===== src/rtl/uart_rx_pair_pkg.sv =====
// rtl/uart_rx_pair_pkg.sv - shared state encoding and defaults for the paired-byte UART receiver
package uart_rx_pair_pkg;

  localparam int DEFAULT_CLOCKS_POR_BIT = 5209;
  localparam int CNT_W                  = 13;

  typedef enum logic [2:0] {
    ESPERA     = 3'd0,
    BIT_INICIO = 3'd1,
    BITS       = 3'd2,
    BIT_FINAL  = 3'd3,
    LIMPEZA    = 3'd4
  } estado_t;

endpackage


===== src/rtl/uart_rx_pair_sincronizador_bit.sv =====
// rtl/uart_rx_pair_sincronizador_bit.sv - two-flop synchronizer for the serial line, resets to idle-high
module sincronizador_bit (
  input  logic clock,
  input  logic resetN,
  input  logic async_in,
  output logic sync_out
);

  logic meta_q;
  logic sync_q;

  always_ff @(posedge clock) begin
    if (!resetN) begin
      meta_q <= 1'b1;
      sync_q <= 1'b1;
    end else begin
      meta_q <= async_in;
      sync_q <= meta_q;
    end
  end

  assign sync_out = sync_q;

endmodule


===== src/rtl/uart_rx_pair.sv =====
// rtl/uart_rx_pair.sv - 8N1 receiver publishing bytes in pairs; UART_RX_TIMEOUT_EN drops a stale half pair
module uart_rx_pair
  import uart_rx_pair_pkg::*;
#(
  parameter int CLOCKS_POR_BIT = DEFAULT_CLOCKS_POR_BIT,
  parameter int TIMEOUT_BITS   = 20
) (
  input  logic       clock,
  input  logic       resetN,
  input  logic       bitSerialRecebido,
  output logic [7:0] primeiroByteRecebido,
  output logic [7:0] segundoByteRecebido,
  output logic       parRecebido,
  output logic       erroDeQuadro,
  output logic       indicaRecepcao,
  output logic       erroTimeout
);

  localparam logic [CNT_W-1:0] ULTIMO = CNT_W'(CLOCKS_POR_BIT - 1);
  localparam logic [CNT_W-1:0] MEIO   = CNT_W'((CLOCKS_POR_BIT - 1) / 2);

  logic             rx_s;
  estado_t          estado_q, estado_d;
  logic [CNT_W-1:0] cnt_q, cnt_d;
  logic [2:0]       idx_q, idx_d;
  logic [7:0]       dado_q, dado_d;
  logic [7:0]       retido_q, retido_d;
  logic             flag_q, flag_d;
  logic [7:0]       primeiro_q, primeiro_d;
  logic [7:0]       segundo_q, segundo_d;
  logic             par_q, par_d;
  logic             erro_q, erro_d;
  logic             inicio_det;
  logic             tmo_hit;

  sincronizador_bit u_sinc (
    .clock    (clock),
    .resetN   (resetN),
    .async_in (bitSerialRecebido),
    .sync_out (rx_s)
  );

  assign inicio_det = (estado_q == ESPERA) && !rx_s;

`ifdef UART_RX_TIMEOUT_EN
  localparam logic [7:0] TMO_ULTIMO = 8'(TIMEOUT_BITS - 1);

  logic [CNT_W-1:0] tclk_q, tclk_d;
  logic [7:0]       tbits_q, tbits_d;
  logic             tmo_q;

  // Bit periods spent idle while a first byte waits for its partner.
  always_comb begin
    tclk_d  = tclk_q;
    tbits_d = tbits_q;
    tmo_hit = 1'b0;
    if (!flag_q || inicio_det) begin
      tclk_d  = '0;
      tbits_d = '0;
    end else if (estado_q == ESPERA) begin
      if (tclk_q == ULTIMO) begin
        tclk_d = '0;
        if (tbits_q == TMO_ULTIMO) begin
          tmo_hit = 1'b1;
          tbits_d = '0;
        end else begin
          tbits_d = tbits_q + 8'd1;
        end
      end else begin
        tclk_d = tclk_q + 1'b1;
      end
    end
  end

  always_ff @(posedge clock) begin
    if (!resetN) begin
      tclk_q  <= '0;
      tbits_q <= '0;
      tmo_q   <= 1'b0;
    end else begin
      tclk_q  <= tclk_d;
      tbits_q <= tbits_d;
      tmo_q   <= tmo_hit;
    end
  end

  assign erroTimeout = tmo_q;
`else
  localparam int unused_timeout_bits = TIMEOUT_BITS;

  assign tmo_hit     = 1'b0;
  assign erroTimeout = 1'b0;
`endif

  always_comb begin
    estado_d   = estado_q;
    cnt_d      = cnt_q;
    idx_d      = idx_q;
    dado_d     = dado_q;
    retido_d   = retido_q;
    flag_d     = flag_q;
    primeiro_d = primeiro_q;
    segundo_d  = segundo_q;
    par_d      = 1'b0;
    erro_d     = 1'b0;
    unique case (estado_q)
      ESPERA: begin
        cnt_d = '0;
        idx_d = '0;
        if (!rx_s) estado_d = BIT_INICIO;
      end
      BIT_INICIO: begin
        if (cnt_q == MEIO) begin
          cnt_d    = '0;
          estado_d = rx_s ? ESPERA : BITS;
        end else begin
          cnt_d = cnt_q + 1'b1;
        end
      end
      BITS: begin
        if (cnt_q == ULTIMO) begin
          cnt_d  = '0;
          dado_d = {rx_s, dado_q[7:1]};
          if (idx_q == 3'd7) estado_d = BIT_FINAL;
          else               idx_d    = idx_q + 3'd1;
        end else begin
          cnt_d = cnt_q + 1'b1;
        end
      end
      BIT_FINAL: begin
        if (cnt_q == ULTIMO) begin
          cnt_d    = '0;
          estado_d = LIMPEZA;
          if (!rx_s) begin
            erro_d = 1'b1;
            flag_d = 1'b0;
          end else if (flag_q) begin
            primeiro_d = retido_q;
            segundo_d  = dado_q;
            par_d      = 1'b1;
            flag_d     = 1'b0;
          end else begin
            retido_d = dado_q;
            flag_d   = 1'b1;
          end
        end else begin
          cnt_d = cnt_q + 1'b1;
        end
      end
      LIMPEZA: estado_d = ESPERA;
      default: estado_d = ESPERA;
    endcase
    if (tmo_hit) flag_d = 1'b0;
  end

  always_ff @(posedge clock) begin
    if (!resetN) begin
      estado_q   <= ESPERA;
      cnt_q      <= '0;
      idx_q      <= '0;
      dado_q     <= '0;
      retido_q   <= '0;
      flag_q     <= 1'b0;
      primeiro_q <= '0;
      segundo_q  <= '0;
      par_q      <= 1'b0;
      erro_q     <= 1'b0;
    end else begin
      estado_q   <= estado_d;
      cnt_q      <= cnt_d;
      idx_q      <= idx_d;
      dado_q     <= dado_d;
      retido_q   <= retido_d;
      flag_q     <= flag_d;
      primeiro_q <= primeiro_d;
      segundo_q  <= segundo_d;
      par_q      <= par_d;
      erro_q     <= erro_d;
    end
  end

  assign primeiroByteRecebido = primeiro_q;
  assign segundoByteRecebido  = segundo_q;
  assign parRecebido          = par_q;
  assign erroDeQuadro         = erro_q;
  assign indicaRecepcao       = (estado_q == BIT_INICIO) || (estado_q == BITS) || (estado_q == BIT_FINAL);

endmodule


===== config.mk =====
export PLATFORM = sky130hd
export DESIGN_NAME = uart_rx_pair
export DESIGN_NICKNAME = d
export VERILOG_FILES = /design/src/rtl/uart_rx_pair_pkg.sv /design/src/rtl/uart_rx_pair_sincronizador_bit.sv /design/src/rtl/uart_rx_pair.sv
export SDC_FILE = /design/constraint.sdc
export NUM_CORES = 1
export LEC_CHECK = 0
export CAP_MARGIN = 10
export CORE_MARGIN = 4
export CORE_UTILIZATION = 58
export CTS_BUF_LIST = sky130_fd_sc_hd__clkbuf_2
export CTS_CLUSTER_SIZE = 8
export DETAILED_ROUTE_END_ITERATION = 7
export HOLD_SLACK_MARGIN = 0.15
export PLACE_DENSITY_LB_ADDON = 0.12
export SLEW_MARGIN = 5
export SYNTH_ARGS = -nofsm -noshare
export SYNTH_HDL_FRONTEND = slang
export SYNTH_SLANG_ARGS = --single-unit

===== constraint.sdc =====
create_clock -name clock -period 2.3 [get_ports clock]
set_input_delay 0.46 -clock clock [delete_from_list [all_inputs] [get_ports clock]]
set_output_delay 0.46 -clock clock [all_outputs]
set_load 0.02 [all_outputs]

# Word level (Yosys, flattened, before mapping)
# Index checks and enable logic that the tools add are counted.
[totals]
elab_cells = 58
inputBits = 3
output_inout_bits = 20
reg_bits = 56
[op_classes]
n_eq_ne = 12
addsub = 2
muxes = 17
n_reduce_logical = 14
bitwise_logic = 1
[ops]
columns = ["op", "n"]
rows = [
  ["$pmux 13 s3", 1],
  ["$mux 13", 2],
  ["$mux 3", 7],
  ["$add 13x1->13 const B", 1],
  ["$eq 13x12->1 const B", 1],
  ["$eq 13x13->1 const B", 1],
  ["$ne 2x2->1 const B", 6],
  ["$pmux 3 s4", 1],
  ["$reduce_and 4->1", 3],
  ["$eq 3x2->1 const B", 2],
  ["$pmux 3 s2", 1],
  ["$reduce_and 3->1", 2],
  ["$reduce_and 5->1", 1],
  ["$mux 1", 4],
  ["$reduce_and 2->1", 2],
  ["$add 3x1->3 const B", 1],
  ["$eq 3x1->1 const B", 1],
  ["$eq 3x3->1 const B", 1],
  ["$logic_not 3->1", 1],
  ["$reduce_bool 3->1", 1],
  ["$logic_or 1x1->1", 2],
  ["$mux 2", 1],
  ["$reduce_bool 2->1", 1],
  ["$reduce_or 2->1", 1],
  ["$not 1->1", 1],
]

# Longest topological paths before layout
# Gate-level depths: netlist of the first run.
[depth]
depth_word = 4
ltp_mapped = 10
ltp_nobuf = 7

# By module
# Synthesis of the first run repeated with hierarchy kept, for this count alone.
[hier_totals]
cells_unflattened = 252
hier_area_um2 = 2372.3
[modules_own_cells]
columns = ["module", "area_per_inst_um2", "cells_per_inst", "seq_area_each_um2", "n_inst"]
rows = [
  ["uart_rx_pair", 2319.7, 248, 1081.0, 1],
  ["sincronizador_bit", 52.6, 4, 40.0, 1],
]

# Worst setup path before layout of the first run
# OpenSTA, ideal clock, no wires.
[synth_timing]
path_kind = "reg-to-reg"
start = "register cnt_q[0]"
end = "register primeiro_q[0], in the netlist primeiroByteRecebido[0]"
synth_period_minus_slack_ns = 1.772
setup_slack_ns = 0.528
setup_ns = 0.128
required_time_ns = 2.172
n_path_buf = 3
arrival_ns = 1.645
stages_incl_launch_ff = 11
path_cell_list = "dfxtp_1 -> inv_1 -> ha_1 -> nor3b_4 -> and4_1 -> buf_6 -> nand4_4 -> buf_6 -> buf_12 -> mux2i_1 -> nor2_1"
[synth_between]
elab_chain_cells = 2
[synth_rtl]
columns = ["item", "line_no", "source"]
rows = [
  ["from (decl)", "uart_rx_pair.sv:24", "logic [CNT_W-1:0] cnt_q, cnt_d;"],
  ["from (signal assigned)", "uart_rx_pair.sv:170", "cnt_q <= cnt_d;"],
  ["$eq 13x13->1", "uart_rx_pair.sv:131", "if (cnt_q == ULTIMO) begin"],
  ["$reduce_and 4->1 (no line)", "n/a", ""],
  ["to (signal assigned)", "uart_rx_pair.sv:175", "primeiro_q <= primeiro_d;"],
  ["to (decl)", "uart_rx_pair.sv:29", "logic [7:0] primeiro_q, primeiro_d;"],
]
# Every way passes these cells.
# A chain may end at the register's enable or synchronous reset.

# Worst setup path in the final report of the first run
[layout_timing]
start = "register estado_q[2]"
end = "output port indicaRecepcao"
[layout_between]
elab_chain_cells = 3
elab_cells_between_ends = 5
cone_classes = "3 x eq/ne; 2 x reduce/logical"
[layout_rtl]
columns = ["item", "line_no", "source"]
rows = [
  ["from (decl)", "uart_rx_pair.sv:23", "estado_t estado_q, estado_d;"],
  ["from (signal assigned)", "uart_rx_pair.sv:169", "estado_q <= estado_d;"],
  ["$eq 3x1->1 / $eq 3x2->1 (equally long branches)", "uart_rx_pair.sv:186", "assign indicaRecepcao = (estado_q == BIT_INICIO) || (estado_q == BITS) || (estado_q == BIT_FINAL);"],
  ["$logic_or 1x1->1", "uart_rx_pair.sv:186", ""],
  ["$logic_or 1x1->1 *", "uart_rx_pair.sv:186", ""],
  ["to (decl)", "uart_rx_pair.sv:15", "output logic indicaRecepcao,"],
]
# Every way passes the cells marked *; elsewhere a longest branch is shown, timed or not.

==> results of run 1 <==
critical path: stages (launching register included):
cell	delay, ns
dfxtp_1	0.63
nor2_1	0.10
clkdlybuf4s50_1	0.55
per-layer routing:
metal / share of wire (%) / up-vias
met5: 0 / -
met4: 0.94 / 0
met3: 3.4 / 4
met2: 43 / 26
met1: 53 / 754
li1: - / 843
metrics by stage:
step	util, %	setup slack (ns)
final	68.51	0.1452
after global routing	68.51	0.02558
after CTS	68.48	0.03019
after detailed placement	67.25	0.2503
after global placement	67.25	0.3425
after floorplan	-	0.5276
logic make-up (layout without fill, tap and decap cells):
logic type / Yosys count / after routing / share of synthesized area [%]
xor gates and xnor gates: 8 / 8 / 2.999
muxes: 33 / 33 / 14.19
other: 1 / 1 / 0.1605
DFF: 56 / 56 / 47.99
buffers and inverters: 18 / 38 / 5.088
and+or+nand+nor: 101 / 101 / 21.80
AOI/OAI and AO/OA: 17 / 17 / 5.625
adders and majority gates: 4 / 4 / 2.143
path summary, 6_finish.rpt:
| check | from | endpoint | cells after the start |
|---|---|---|---|
| setup / recovery | estado_q[2]$_SDFFE_PN0P_ | indicaRecepcao | 2 |
| hold / removal | u_sinc.meta_q$_SDFF_PN1_ | u_sinc.sync_out$_SDFF_PN1_ | 1 |
| setup reg to reg | cnt_q[0]$_SDFFE_PN0P_ | dado_q[4]$_SDFFE_PN0P_ | 8 |
| hold reg to reg | u_sinc.meta_q$_SDFF_PN1_ | u_sinc.sync_out$_SDFF_PN1_ | 1 |
final cells by class:
cell class,count,share of cell area [%]
inverters,5,0.7264
repair buffers,25,9.298
flip-flops and latches,56,43.44
multi-input cells,164,42.42
well taps,48,2.324
clock buffers,6,1.162
clock inverters,2,0.6295
sequential cells by signal (all words and copies together), names as in the netlist, 3 cells and up:
| name | flops |
|---|---|
| cnt_q | 13 |
| dado_q | 8 |
| estado_q | 3 |
| idx_q | 3 |
| primeiroByteRecebido | 8 |
| retido_q | 8 |
| segundoByteRecebido | 8 |
synthesized netlist by cell type, types with 4 or more instances:
master     n
nand2_1   14
nor2_1    56
clkbuf_1   5
nand3_1    4
xnor2_1    4
inv_1      4
a21oi_1    6
nand2b_1   4
ha_1       4
mux2i_1   32
xor2_1     4
dfxtp_1   56
timing repair:
action | in CTS | in global routing
endpoints found under the hold margin | 0 | 0
setup endpoints to repair | 0 | 1
gates resized for setup | 0 | 1
power groups by stage:
stage / registers, mW / clock network, mW / logic, mW
floorplan: 0.996 / 0 / 0.0255
CTS: 0.980 / 0.387 / 0.0351
global route: 0.982 / 0.414 / 0.0384
finish: 0.980 / 0.373 / 0.0350
global placement: 0.997 / 0 / 0.0350
detailed placement: 0.997 / 0 / 0.0351
==> results.sh, run 1 <==
export IMPL_cts_max_level=2
export IMPL_wl_per_cell_um=12.48
export IMPL_multi_input_area_um2=1096
export IMPL_worst_skew_pair_late_latency_ns=0.42
export IMPL_pwr_share_clk_pct=26.9
export IMPL_final_cell_mix="nor2_1, dfxtp_1, mux2i_1"
export IMPL_grt_max_degree=27
export IMPL_reg2reg_slack_ns=0.25
export IMPL_ff_latch_area_um2=1122
export IMPL_clock_sinks=56
export IMPL_port_buffers=21
export IMPL_nFillCells=296
export IMPL_drive_gt1_share_pct=7.752
export IMPL_clockBufferDepth=2
export IMPL_dr_pass1_iters=4
export IMPL_grt_use_met3_pct=3.366
export IMPL_final_nets=264
export IMPL_cts_tree="built"
export IMPL_finalPower_mw=1.388
export IMPL_yosysSeqAreaShare_pct=47.99
export IMPL_die_area_um2=5107
export IMPL_max_vdd_ir_drop_v=0.0003574
export IMPL_ctsHoldBuffers=0
export IMPL_die_height_um=71.47
export IMPL_ys_warn_count=0
export IMPL_place_hpwl_um=2696
export IMPL_dr_first_iter_drc_count=97
export IMPL_cts_root_buffer="clkbuf_2"
export IMPL_fin_crit_ns=2.155
export IMPL_final_setup_tns_ns=0
export IMPL_gr_total_overflow=0
export IMPL_critPathKind="reg2out"
export IMPL_antenna_found_initial=0
export IMPL_arrival_ns=1.69
export IMPL_ant_nets=0
export IMPL_diodes=0
export IMPL_p_switching_uw=317.6
export IMPL_synth_edff_count=0
export IMPL_ys_async_sr_fraction_pct=0
export IMPL_seqPwrFrac_pct=70.6
export IMPL_power_frac_comb_pct=2.5
export IMPL_die_w_um=71.47
export IMPL_io_pins=23
export IMPL_start_util_pct=61.94
export IMPL_drc=0
export IMPL_rsz0062_at_grt="no"
export IMPL_maxCapViolations=0
export IMPL_slew_viol_final=0
export IMPL_fin_cells=306
export IMPL_gr_max_usage_layer="met1"
export IMPL_hold_ws_ns=0.4586
export IMPL_fin_crit_sh_pct=93.69
export IMPL_hold_viol_final=0
export IMPL_use_met1_pct=22.93
export IMPL_finalClockSkew_ns=0.01472
export IMPL_clk_pin_slew_ns=0.25
export IMPL_cp_max_fo=12
export IMPL_synth_area_top_cells="dfxtp_1, mux2i_1, nor2_1"
export IMPL_post_cts_buffers=0
export IMPL_synth_top_area_cell="dfxtp_1"
export IMPL_end_kind="primary output"
export IMPL_slew_headroom_pct=64.75
export IMPL_rows=22
export IMPL_grt_util_met2_pct=22.55
export IMPL_ys_types=43
export IMPL_grt_total_usage_pct=15.64
export IMPL_min_delay_path_class="reg2reg"
export IMPL_p_leak_nw=1.086
export IMPL_ys_ff_latch=56
export IMPL_cp_required_ns=1.84
export IMPL_final_area_um2=2584
export IMPL_powerDensity_nw_per_um2=537.2
export IMPL_layout_commonest_cell="nor2_1"
export IMPL_globalplace_congestion=0.8463
export IMPL_switching_share_pct=22.88
export IMPL_ys_flop_type="dfxtp_1"
export IMPL_drt_total_wl_um=3818
export IMPL_fmax_ghz=0.4641
export IMPL_setup_violations=0
export IMPL_area_delta_synth_final_pct=10.61
export IMPL_outcome="completed"
export IMPL_cts_buffers=5
export IMPL_avgSynthCellArea_um2=9.815
export IMPL_syn_area_um2=2336
export IMPL_tightest_slew_ns=0.5288
export IMPL_netlist_instances=238
export IMPL_synth_top_area_share_pct=47.99
export IMPL_start_kind="flip-flop"
export IMPL_dpl_instance_area_um2=2536
export IMPL_dp_cells=298
export IMPL_p_int_mw=1.070
export IMPL_grt_pass1_wl_um=6575
export IMPL_coreArea_um2=3771
export IMPL_grt_pass1_vias=1460
export IMPL_synth_fp_nets=245
export IMPL_vias_per_cell=5.317
export IMPL_vias=1627
No activity file was read; power rests on OpenSTA's default activity.
==> run 2, diff against run 1 <==
- MAX_ROUTING_LAYER: default -> met4
- REMOVE_ABC_BUFFERS: default -> 1
==> run 2 against run 1 <==
Wire length decreased by 3.2%. Largest power group unchanged. Die area did not move. Clock power decreased by 11%. Highest routed layer unchanged. Sequential power hardly changed.
==> results.sh, run 2 (synthesis results as in run 1) <==
export IMPL_outcome="completed"
export IMPL_grt_max_degree=35
export IMPL_cts_root_buffer="clkbuf_2"
export IMPL_setup_violations=0
export IMPL_dpl_instance_area_um2=2536
export IMPL_fin_crit_sh_pct=92.64
export IMPL_drt_total_wl_um=3697
export IMPL_cpPeakStageDelay_ns=0.62
export IMPL_coreArea_um2=3771
export IMPL_slew_headroom_pct=64.73
export IMPL_max_vdd_ir_drop_v=0.0004847
export IMPL_fin_util_pct=68.15
export IMPL_gr_total_overflow=0
export IMPL_port_buffers=21
export IMPL_final_area_um2=2570
export IMPL_hold_ws_ns=0.4430
export IMPL_worst_skew_pair_late_latency_ns=0.40
export IMPL_grt_pass1_wl_um=6237
export IMPL_largest_reg_flops=13
export IMPL_dr_first_iter_drc_count=105
export IMPL_slew_viol_final=0
export IMPL_fin_ws_ns=0.1693
export IMPL_diodes=0
export IMPL_clockBufferDepth=2
export IMPL_die_height_um=71.47
export IMPL_tightest_slew_ns=0.5290
export IMPL_dp_cells=298
export IMPL_cts_tree="built"
export IMPL_dr_pass1_iters=4
export IMPL_fmax_ghz=0.4693
export IMPL_p_leak_nw=1.081
export IMPL_die_w_um=71.47
export IMPL_hold_viol_final=0
export IMPL_reg2reg_slack_ns=0.27
export IMPL_finalClockSkew_ns=0.007276
export IMPL_cts_buffers=5
export IMPL_final_cell_mix="nor2_1, dfxtp_1, mux2i_1"
export IMPL_final_nets=264
export IMPL_fin_crit_ns=2.131
export IMPL_antenna_found_initial=0
export IMPL_wl_per_cell_um=12.12
export IMPL_clock_sinks=56
export IMPL_die_area_um2=5107
export IMPL_vias_per_cell=5.220
export IMPL_crit_chain="nor2_1 -> clkdlybuf4s50_1"
export IMPL_dp_slack_ns=0.2751
export IMPL_ant_nets=0
export IMPL_critPathKind="reg2out"
export IMPL_rsz0062_at_grt="no"
export IMPL_clk_pin_slew_ns=0.24
export IMPL_powerDensity_nw_per_um2=523.4
export IMPL_cp_max_fo=12
export IMPL_arrival_ns=1.67
export IMPL_finalPower_mw=1.345
export IMPL_min_delay_path_class="reg2reg"
export IMPL_fin_cells=305
export IMPL_layout_commonest_cell="nor2_1"
export IMPL_largest_register="cnt_q"
export IMPL_final_setup_tns_ns=0
export IMPL_start_kind="flip-flop"
export IMPL_drive_gt1_share_pct=6.615
export IMPL_grt_pass1_vias=1366
export IMPL_maxCapViolations=0
export IMPL_end_kind="primary output"
export IMPL_ctsHoldBuffers=0
export IMPL_rows=22
export IMPL_globalplace_congestion=0.7936
export IMPL_start_util_pct=61.94
export IMPL_cp_required_ns=1.84
export IMPL_vias=1592
export IMPL_drc=0
export IMPL_io_pins=23
export IMPL_path_delay_family="flip-flops"
export IMPL_cts_max_level=2
export IMPL_grt_total_usage_pct=15.42
export IMPL_critPathSlowestCell="dfxtp_1"
export IMPL_area_delta_synth_final_pct=10.02
export IMPL_place_hpwl_um=2626
export IMPL_path_buf_inv=1
==> run 2: cell count changes in the layout (fill, tap and decap cells not counted), sizes merged <==
cell,change
clkbuf,-1
clkinv,+1
clkinvlp,-1
==> run 2: where the power goes <==
group          total (mW)  switching [mW]  internal (mW)  leakage, nW
logic              0.0347          0.0224         0.0122        0.605
registers           0.979         0.00331          0.976        0.452
clock network       0.331           0.268         0.0629       0.0239
==> run 2: what timing repair did <==
action / 4_1_cts / 5_1_grt
resized for setup: 0 / 1
setup endpoints to repair: 0 / 1
buffers inserted: 0 / 0
==> run 2: final cells by class <==
class | instances | area, µm²
Clock buffer | 5 | 25.02
Clock inverter | 2 | 7.507
Fill cell | 319 | 1201
Inverter | 5 | 18.77
Multi-Input combinational cell | 164 | 1096
Sequential cell | 56 | 1122
Tap cell | 48 | 60.06
Timing Repair Buffer | 25 | 240.2
==> run 2: per-layer routing <==
| metal | GRT usage [%] | vias to the layer above | routed length, µm |
|---|---|---|---|
| met5 | - | - | 0 |
| met4 | 4.384 | 0 | 34 |
| met3 | 3.787 | 5 | 127 |
| met2 | 21.02 | 24 | 1501 |
| met1 | 22.50 | 724 | 2034 |
| li1 | - | 839 | - |
==> run 2: final timing paths <==
kind / from / to / cells after the start
worst max-delay path: estado_q[2]$_SDFFE_PN0P_ / indicaRecepcao / 2
worst min-delay path: u_sinc.meta_q$_SDFF_PN1_ / u_sinc.sync_out$_SDFF_PN1_ / 1
worst max register to register: cnt_q[0]$_SDFFE_PN0P_ / primeiroByteRecebido[2]$_SDFFE_PN0P_ / 7
worst min register to register: u_sinc.meta_q$_SDFF_PN1_ / u_sinc.sync_out$_SDFF_PN1_ / 1
==> run 3, diff against run 2 <==
- SKIP_CTS_REPAIR_TIMING: default -> 1
==> results of run 3 <==
Same layout as run 2: the final DEF is identical, and so are final timing and power.
